`config.mk`:
```
export PLATFORM = sky130hd
export DESIGN_NAME = dvp_pxl_mem_writer
export DESIGN_NICKNAME = d
export VERILOG_FILES = /design/src/rtl/dvp_pxl_mem_writer.sv
export SDC_FILE = /design/constraint.sdc
export NUM_CORES = 1
export LEC_CHECK = 0
export ABC_AREA = 1
export CAP_MARGIN = 30
export CORE_MARGIN = 2
export CORE_UTILIZATION = 62
export CTS_BUF_LIST = sky130_fd_sc_hd__clkbuf_8
export DETAILED_ROUTE_END_ITERATION = 6
export MAX_ROUTING_LAYER = met4
export PLACE_DENSITY_LB_ADDON = 0.1
export SETUP_SLACK_MARGIN = 0.05
export SYNTH_ARGS = -nofsm -noshare
export SYNTH_HDL_FRONTEND = slang
export SYNTH_SLANG_ARGS = --single-unit
export TNS_END_PERCENT = 50
```
`constraint.sdc`:
```
create_clock -name clk -period 8 [get_ports clk]
set_input_delay 1.2 -clock clk [delete_from_list [all_inputs] [get_ports clk]]
set_output_delay 1.2 -clock clk [all_outputs]
set_load 0.02 [all_outputs]
```
`src/rtl/dvp_pxl_mem_writer.sv`:
```
`default_nettype none
// ============================================================================
//  Module   : dvp_pxl_mem_writer
//  Purpose  : Packs 8-bit DVP pixels into 32-bit words, buffers them in a FIFO
//             and writes each frame to memory as fixed-length AXI4 INCR bursts.
//  Options  : DVP_PXL_WR_FRAME_CNT_EN adds the 16-bit frame_cnt_o counter.
//  Revision : 1.0 - initial release
// ============================================================================
module dvp_pxl_mem_writer #(
    parameter int DATA_W            = 32,
    parameter int ADDR_W            = 32,
    parameter int MST_ID_W          = 5,
    parameter int TRANS_DATA_LEN_W  = 8,
    parameter int TRANS_DATA_SIZE_W = 3,
    parameter int TRANS_RESP_W      = 2,
    parameter int PXL_W             = 8,
    parameter int BURST_LEN         = 16,
    parameter int FIFO_DEPTH        = 32,
    parameter int FRAME_WORDS       = 19200,
    parameter logic [MST_ID_W-1:0] MST_ID = MST_ID_W'(2)
) (
    input  logic                         clk,
    input  logic                         rst,
    input  logic [31:0]                  dvp_conf_i,
    input  logic [ADDR_W-1:0]            pxl_mem_base_i,
    input  logic [PXL_W-1:0]             pxl_data_i,
    input  logic                         pxl_sof_i,
    input  logic                         pxl_valid_i,
    output logic                         pxl_ready_o,
    output logic [MST_ID_W-1:0]          m_awid_o,
    output logic [ADDR_W-1:0]            m_awaddr_o,
    output logic [TRANS_DATA_LEN_W-1:0]  m_awlen_o,
    output logic [TRANS_DATA_SIZE_W-1:0] m_awsize_o,
    output logic                         m_awvalid_o,
    input  logic                         m_awready_i,
    output logic [DATA_W-1:0]            m_wdata_o,
    output logic                         m_wlast_o,
    output logic                         m_wvalid_o,
    input  logic                         m_wready_i,
    input  logic [MST_ID_W-1:0]          m_bid_i,
    input  logic [TRANS_RESP_W-1:0]      m_bresp_i,
    input  logic                         m_bvalid_i,
    output logic                         m_bready_o,
    output logic                         frame_done_o,
    output logic                         err_o
`ifdef DVP_PXL_WR_FRAME_CNT_EN
    ,
    output logic [15:0]                  frame_cnt_o
`endif
);

    localparam int c_ptr_w  = $clog2(FIFO_DEPTH);
    localparam int c_cnt_w  = c_ptr_w + 1;
    localparam int c_beat_w = $clog2(BURST_LEN + 1);
    localparam int c_fw_w   = $clog2(FRAME_WORDS + 1);
    localparam int c_pack_w = DATA_W - PXL_W;

    localparam logic [c_cnt_w-1:0]  c_fifo_full   = c_cnt_w'(FIFO_DEPTH);
    localparam logic [c_cnt_w-1:0]  c_burst_words = c_cnt_w'(BURST_LEN);
    localparam logic [c_beat_w-1:0] c_last_beat   = c_beat_w'(BURST_LEN - 1);
    localparam logic [c_fw_w-1:0]   c_frm_inc     = c_fw_w'(BURST_LEN);
    localparam logic [c_fw_w-1:0]   c_frm_words   = c_fw_w'(FRAME_WORDS);
    localparam logic [ADDR_W-1:0]   c_burst_bytes = ADDR_W'(BURST_LEN * (DATA_W / 8));

    typedef enum logic [1:0] {
        S_IDLE = 2'd0,
        S_AW   = 2'd1,
        S_W    = 2'd2,
        S_B    = 2'd3
    } state_t;

    state_t r_state;
    state_t w_state_nxt;

    logic                  r_rdy_en;
    logic                  r_cap_en;
    logic [1:0]            r_byte_idx;
    logic [c_pack_w-1:0]   r_pack;

    logic [DATA_W-1:0]     r_fifo [FIFO_DEPTH];
    logic [c_ptr_w:0]      r_wr_ptr;
    logic [c_ptr_w:0]      r_rd_ptr;
    logic [c_cnt_w-1:0]    w_fifo_cnt;
    logic                  w_fifo_full;

    logic [ADDR_W-1:0]     r_wr_addr;
    logic [ADDR_W-1:0]     r_awaddr;
    logic [c_beat_w-1:0]   r_beat;
    logic [c_fw_w-1:0]     r_frm_words;
    logic                  r_frame_done;
    logic                  r_err;

    logic                  w_pxl_acc;
    logic                  w_sof_acc;
    logic                  w_cap;
    logic [1:0]            w_idx;
    logic                  w_push;
    logic                  w_pop;
    logic [DATA_W-1:0]     w_push_word;
    logic                  w_leave_idle;
    logic [ADDR_W-1:0]     w_aw_base;
    logic                  w_b_hs;
    logic                  w_frm_complete;

    logic                  w_awvalid;
    logic                  w_wvalid;
    logic                  w_wlast;
    logic                  w_bready;

    logic                  w_unused_bits;
    assign w_unused_bits = ^{m_bid_i, dvp_conf_i[31:1]};

    // ------------------------------------------------------------------
    // Pixel side: an SOF pixel decides capture for itself and restarts the
    // packer, so enable/index are forwarded from the live inputs.
    // ------------------------------------------------------------------
    assign w_fifo_cnt  = r_wr_ptr - r_rd_ptr;
    assign w_fifo_full = (w_fifo_cnt == c_fifo_full);

    assign pxl_ready_o = r_rdy_en & ~(r_cap_en & (r_byte_idx == 2'd3) & w_fifo_full);
    assign w_pxl_acc   = pxl_valid_i & pxl_ready_o;
    assign w_sof_acc   = w_pxl_acc & pxl_sof_i;
    assign w_cap       = pxl_sof_i ? dvp_conf_i[0] : r_cap_en;
    assign w_idx       = pxl_sof_i ? 2'd0 : r_byte_idx;
    assign w_push      = w_pxl_acc & w_cap & (w_idx == 2'd3);
    assign w_push_word = {pxl_data_i, r_pack};
    assign w_pop       = w_wvalid & m_wready_i;

    always_ff @(posedge clk or posedge rst) begin
        if (rst) begin
            r_rdy_en   <= 1'b0;
            r_cap_en   <= 1'b0;
            r_byte_idx <= 2'd0;
            r_pack     <= '0;
        end else begin
            r_rdy_en <= 1'b1;
            if (w_sof_acc) begin
                r_cap_en <= dvp_conf_i[0];
            end
            if (w_pxl_acc && w_cap) begin
                // Shift in from the top so the first pixel lands in [7:0].
                r_pack     <= {pxl_data_i, r_pack[c_pack_w-1:PXL_W]};
                r_byte_idx <= w_idx + 2'd1;
            end else if (w_sof_acc) begin
                r_byte_idx <= 2'd0;
            end
        end
    end

    // ------------------------------------------------------------------
    // Word FIFO
    // ------------------------------------------------------------------
    always_ff @(posedge clk) begin
        if (w_push) begin
            r_fifo[r_wr_ptr[c_ptr_w-1:0]] <= w_push_word;
        end
    end

    always_ff @(posedge clk or posedge rst) begin
        if (rst) begin
            r_wr_ptr <= '0;
            r_rd_ptr <= '0;
        end else begin
            if (w_push) begin
                r_wr_ptr <= r_wr_ptr + 1'b1;
            end
            if (w_pop) begin
                r_rd_ptr <= r_rd_ptr + 1'b1;
            end
        end
    end

    assign m_wdata_o = r_fifo[r_rd_ptr[c_ptr_w-1:0]];

    // ------------------------------------------------------------------
    // Burst FSM
    // ------------------------------------------------------------------
    always_ff @(posedge clk or posedge rst) begin
        if (rst) begin
            r_state <= S_IDLE;
        end else begin
            r_state <= w_state_nxt;
        end
    end

    always_comb begin
        w_state_nxt = r_state;
        w_awvalid   = 1'b0;
        w_wvalid    = 1'b0;
        w_wlast     = 1'b0;
        w_bready    = 1'b0;
        case (r_state)
            S_IDLE: begin
                if (w_fifo_cnt >= c_burst_words) begin
                    w_state_nxt = S_AW;
                end
            end
            S_AW: begin
                w_awvalid = 1'b1;
                if (m_awready_i) begin
                    w_state_nxt = S_W;
                end
            end
            S_W: begin
                w_wvalid = 1'b1;
                w_wlast  = (r_beat == c_last_beat);
                if (m_wready_i && w_wlast) begin
                    w_state_nxt = S_B;
                end
            end
            S_B: begin
                w_bready = 1'b1;
                if (m_bvalid_i) begin
                    w_state_nxt = S_IDLE;
                end
            end
            default: w_state_nxt = S_IDLE;
        endcase
    end

    assign m_awvalid_o = w_awvalid;
    assign m_wvalid_o  = w_wvalid;
    assign m_wlast_o   = w_wlast;
    assign m_bready_o  = w_bready;
    assign m_awid_o    = MST_ID;
    assign m_awaddr_o  = r_awaddr;
    assign m_awlen_o   = TRANS_DATA_LEN_W'(BURST_LEN - 1);
    assign m_awsize_o  = TRANS_DATA_SIZE_W'(2);

    // ------------------------------------------------------------------
    // Address, beat, frame and error tracking. The burst address is frozen
    // when the burst is committed so AWADDR stays stable under AWVALID; an
    // SOF in that same cycle already redirects the committed burst.
    // ------------------------------------------------------------------
    assign w_leave_idle   = (r_state == S_IDLE) && (w_state_nxt == S_AW);
    assign w_aw_base      = w_sof_acc ? pxl_mem_base_i : r_wr_addr;
    assign w_b_hs         = w_bready & m_bvalid_i;
    assign w_frm_complete = ((r_frm_words + c_frm_inc) == c_frm_words);

    always_ff @(posedge clk or posedge rst) begin
        if (rst) begin
            r_wr_addr    <= '0;
            r_awaddr     <= '0;
            r_beat       <= '0;
            r_frm_words  <= '0;
            r_frame_done <= 1'b0;
            r_err        <= 1'b0;
        end else begin
            if (w_leave_idle) begin
                r_awaddr  <= w_aw_base;
                r_wr_addr <= w_aw_base + c_burst_bytes;
            end else if (w_sof_acc) begin
                r_wr_addr <= pxl_mem_base_i;
            end

            if (w_pop) begin
                r_beat <= w_wlast ? '0 : r_beat + c_beat_w'(1);
            end

            if (w_sof_acc) begin
                r_frm_words <= '0;
            end else if (w_b_hs) begin
                r_frm_words <= w_frm_complete ? '0 : r_frm_words + c_frm_inc;
            end

            r_frame_done <= w_b_hs & w_frm_complete;

            if (w_sof_acc) begin
                r_err <= 1'b0;
            end else if (w_b_hs && (m_bresp_i != '0)) begin
                r_err <= 1'b1;
            end
        end
    end

    assign frame_done_o = r_frame_done;
    assign err_o        = r_err;

`ifdef DVP_PXL_WR_FRAME_CNT_EN
    logic [15:0] r_frame_cnt;

    always_ff @(posedge clk or posedge rst) begin
        if (rst) begin
            r_frame_cnt <= 16'd0;
        end else if (r_frame_done) begin
            r_frame_cnt <= r_frame_cnt + 16'd1;
        end
    end

    assign frame_cnt_o = r_frame_cnt;
`endif

endmodule
`default_nettype wire

```
==> qor.yml <==
yosys:
  avgSynthCellArea_sq_um: 12.5
  ys_warn_count: 0
  post_synth_instance_area_sq_um: 46100
  synth_top_family_by_area: "compound AO/OA/AOI/OAI gates"
  post_synth_xor_area_fraction: 0.00532
  synth_simple_gate_area_frac: 0.106
  synth.yosys.seq_area_share: 0.734
  mux_cell_area_share_after_synthesis: 0
  post_synth_num_cell_types: 45
  arithmetic_cell_share_of_the_synthesized_area_counting_full_adders_half_adders_and_majority_gates: 0.00407
  async_reset_ff_frac: 0.108
  synthCells: 3693
  synth.ff_latch_count: 1148
  ys_dominant_reg_cell: "edfxtp_1"
  synth_enable_flop_cells: 1024
  synth-compound-area-share: 0.115
timing:
  final-max-slew-violation-count: 0
  finalHoldViolCount: 0
  max_freq_mhz: 153
  max_slew_margin: 0.222
  timing.final.crit_share: 0.816
  clock-skew-final_ns: 0.0442
  timing_worst_slew_pin_value_ns: 1.17
  fin_crit_ns: 6.53
  whs_ns: 0.486
  setup_repair_after_global_routing_missed_its_margin: "no"
  final.setup.tns_ns: 0
  finalSetupViolations: 0
critical_path:
  cp-start-kind: "register"
  end_kind: "output pin"
  signal_arrival_time_at_the_worst_endpoint_ns: 5.33
  worstSetupPathType: "reg2out"
  crit_path_top_delay_cell: "dfrtp_4"
  path_max_fanout: 67
  worst_path_largest_cell_delay_ns: 0.71
  critPathRequiredTime_ns: 6.80
  critical_path.cell_chain: "inv_6 -> buf_4 -> buf_16 -> buf_4 -> buf_12 -> o21ai_0 -> o221ai_1 -> o211ai_1 -> nand3_1 -> o21ai_0 -> inv_1 -> clkdlybuf4s50_1"
die:
  boundaryPins: 173
  design.core.area_sq_um: 73300
  row_count: 99
  floorplan.die.width_um: 277
  start_util: 0.629
  die-height_um: 277
  floorplan.die_area_sq_um: 76500
global_route:
  initial_antenna_violation_count: 2
  grt_max_degree: 239
  number_of_global_route_vias_before_repair: 30595
  total_grt_usage: 0.325
  grt_overflow_total: 0
  grt_first_pass_wirelength_um: 182000
placement:
  dp_hpwl_um: 64700
  port_buffers: 120
  globalplace.congestion: 0.854
layout:
  synthToLayoutAreaGrowth_pct: 13.3
  finalNetCount: 3943
  layout-drive-gt1-share: 0.103
  num-fill-cells: 4985
detailed_routing:
  routed_wl_um: 121000
  via_count: 31227
  routed_wire_length_per_instance_um: 24.5
  drc: 1
  drtAntennaViolNets: 0
  detail_route.vias_per_cell: 6.31
  detailedRoute.firstIterationViolations: 4314
  drt-pass1-iter-count: 7
clock_tree:
  cts_tree: "built"
  numCtsBuffers: 177
  root_buffer: "clkbuf_8"
  cts.reportedPaths.clkPinSlew_ns: 0.06
  clk-insertion-delay-late_ns: 0.84
  postCtsSetupBuffers: 0
  h-tree-depth: 4
  max-clock-path-buffers: 3
  post_cts.resized_instances: 0
  tritoncts_num_sinks: 1148
  hold_buffers: 0
min_path:
  min-delay-path-class: "reg2reg"
run_status:
  violations: "DRC"
  result_of_the_run: "finished with violations"
pwr:
  power_mw: 17.8
  power_per_cell_area_nw_per_um2: 342
  total_leakage_power_nw: 18.2
  irDropWorstVdd_v: 0.000316
flow_run:
  drv.max_cap_violation_count: 0
layout by cell type (no fill, tap or decap), types with 17 or more instances in the layout:
cell	n
edfxtp_1	1024
buf_4	51
nor2_4	35
xor2_1	26
buf_16	20
o211ai_1	30
inv_1	197
o21ai_0	583
o22ai_1	163
conb_1	17
clkdlybuf4s50_1	120
dfrtp_1	121
nand4_1	43
nand3_1	98
clkinv_1	44
nor2_1	576
o221ai_1	98
clkinv_2	18
clkbuf_8	191
nand2_1	384
final timing paths:
path / start / to / slack, ns / cells after the start
hold reg to reg: r_wr_addr[4]$_DFF_PP0_ / r_wr_addr[4]$_DFF_PP0_ / 0.49 / 2
hold / removal: r_wr_addr[4]$_DFF_PP0_ / r_wr_addr[4]$_DFF_PP0_ / 0.49 / 2
max in group asynchronous: rst / r_pack[13]$_DFFE_PP0P_ / 6.10 / 4
setup / recovery: r_rd_ptr[1]$_DFFE_PP0P_ / m_wdata_o[11] / 1.47 / 12
setup reg to reg: r_rd_ptr[1]$_DFFE_PP0P_ / r_fifo[21][25]$_DFFE_PP_ / 1.67 / 18
min in group asynchronous: rst / m_awaddr_o[15]$_DFFE_PP0P_ / 0.80 / 2
registers in the layout (all words and copies together) (netlist names):
register / count
r_pack: 24
frame_done_o: 1
m_awaddr_o: 32
r_beat: 5
err_o: 1
r_rdy_en: 1
r_wr_ptr: 6
r_rd_ptr: 6
r_frm_words: 11
r_byte_idx: 2
r_wr_addr: 32
r_cap_en: 1
r_fifo: 1024
r_state: 2
worst max-delay path: cells and delay by family (launching register included):
kind                   cells  cell delay [ns]
buffers and inverters      7             2.86
AOI/OAI and AO/OA          4             0.74
DFF                        1             0.71
and+or+nand+nor            1             0.11
per-stage QoR:
step	area, sq um	instances	setup slack [ns]	utilization
final	52200	4951	1.47	0.712
after global routing	52200	4951	1.25	0.712
after CTS	52100	4945	1.45	0.711
after detailed placement	48800	4618	1.75	0.666
after global placement	48300	4595	1.69	0.658
after floorplan	46200	3708	1.69	-
layout make-up:
type                       count  area [sq um]  area share
antenna                        2          5.00   0.0000958
clock buffer                 191          2630      0.0503
clock inverter               136           677      0.0130
inverter                     150           581      0.0111
multi-input combinational   2164         11000       0.210
sequential                  1148         33900       0.648
tap                          959          1200      0.0230
timing repair buffer         201          2310      0.0443
kinds of logic (layout without fill, tap and decap cells):
| kind of cell | after synthesis | after routing |
|---|---|---|
| AOI/OAI and AO/OA | 914 | 914 |
| xor gates and xnor gates | 28 | 28 |
| adders and majority gates | 15 | 15 |
| buffers and inverters | 396 | 678 |
| DFF | 1148 | 1148 |
| other | 2 | 19 |
| and+or+nand+nor | 1190 | 1190 |
per-layer routing:
metal / up-vias / global-route usage / share of wire
met3: 284 / 0.0561 / 0.096
met2: 1770 / 0.507 / 0.48
met4: 0 / 0.123 / 0.031
li1: 13750 / - / -
met5: - / - / 0
met1: 15423 / 0.435 / 0.39
cells in the mapped netlist (17+ instances only):
library cell | instances | area share
edfxtp_1 | 1024 | 0.67
clkbuf_1 | 203 | 0.017
o211ai_1 | 30 | 0.0049
xor2_1 | 26 | 0.0049
o221ai_1 | 98 | 0.019
nand2_1 | 384 | 0.031
o21ai_0 | 583 | 0.063
nor2_1 | 608 | 0.050
inv_1 | 140 | 0.011
o22ai_1 | 163 | 0.022
nand3_1 | 98 | 0.011
buf_1 | 17 | 0.0014
dfrtp_1 | 124 | 0.067
nand4_1 | 43 | 0.0058
power by group:
group | switching, mW | internal (mW) | leakage, nW
sequential | 0.435 | 6.96 | 10.8
clock | 2.26 | 2.28 | 1.92
combinational | 4.01 | 1.89 | 5.41
total | 6.70 | 11.1 | 18.2
Power figures use the tool's default switching activity.
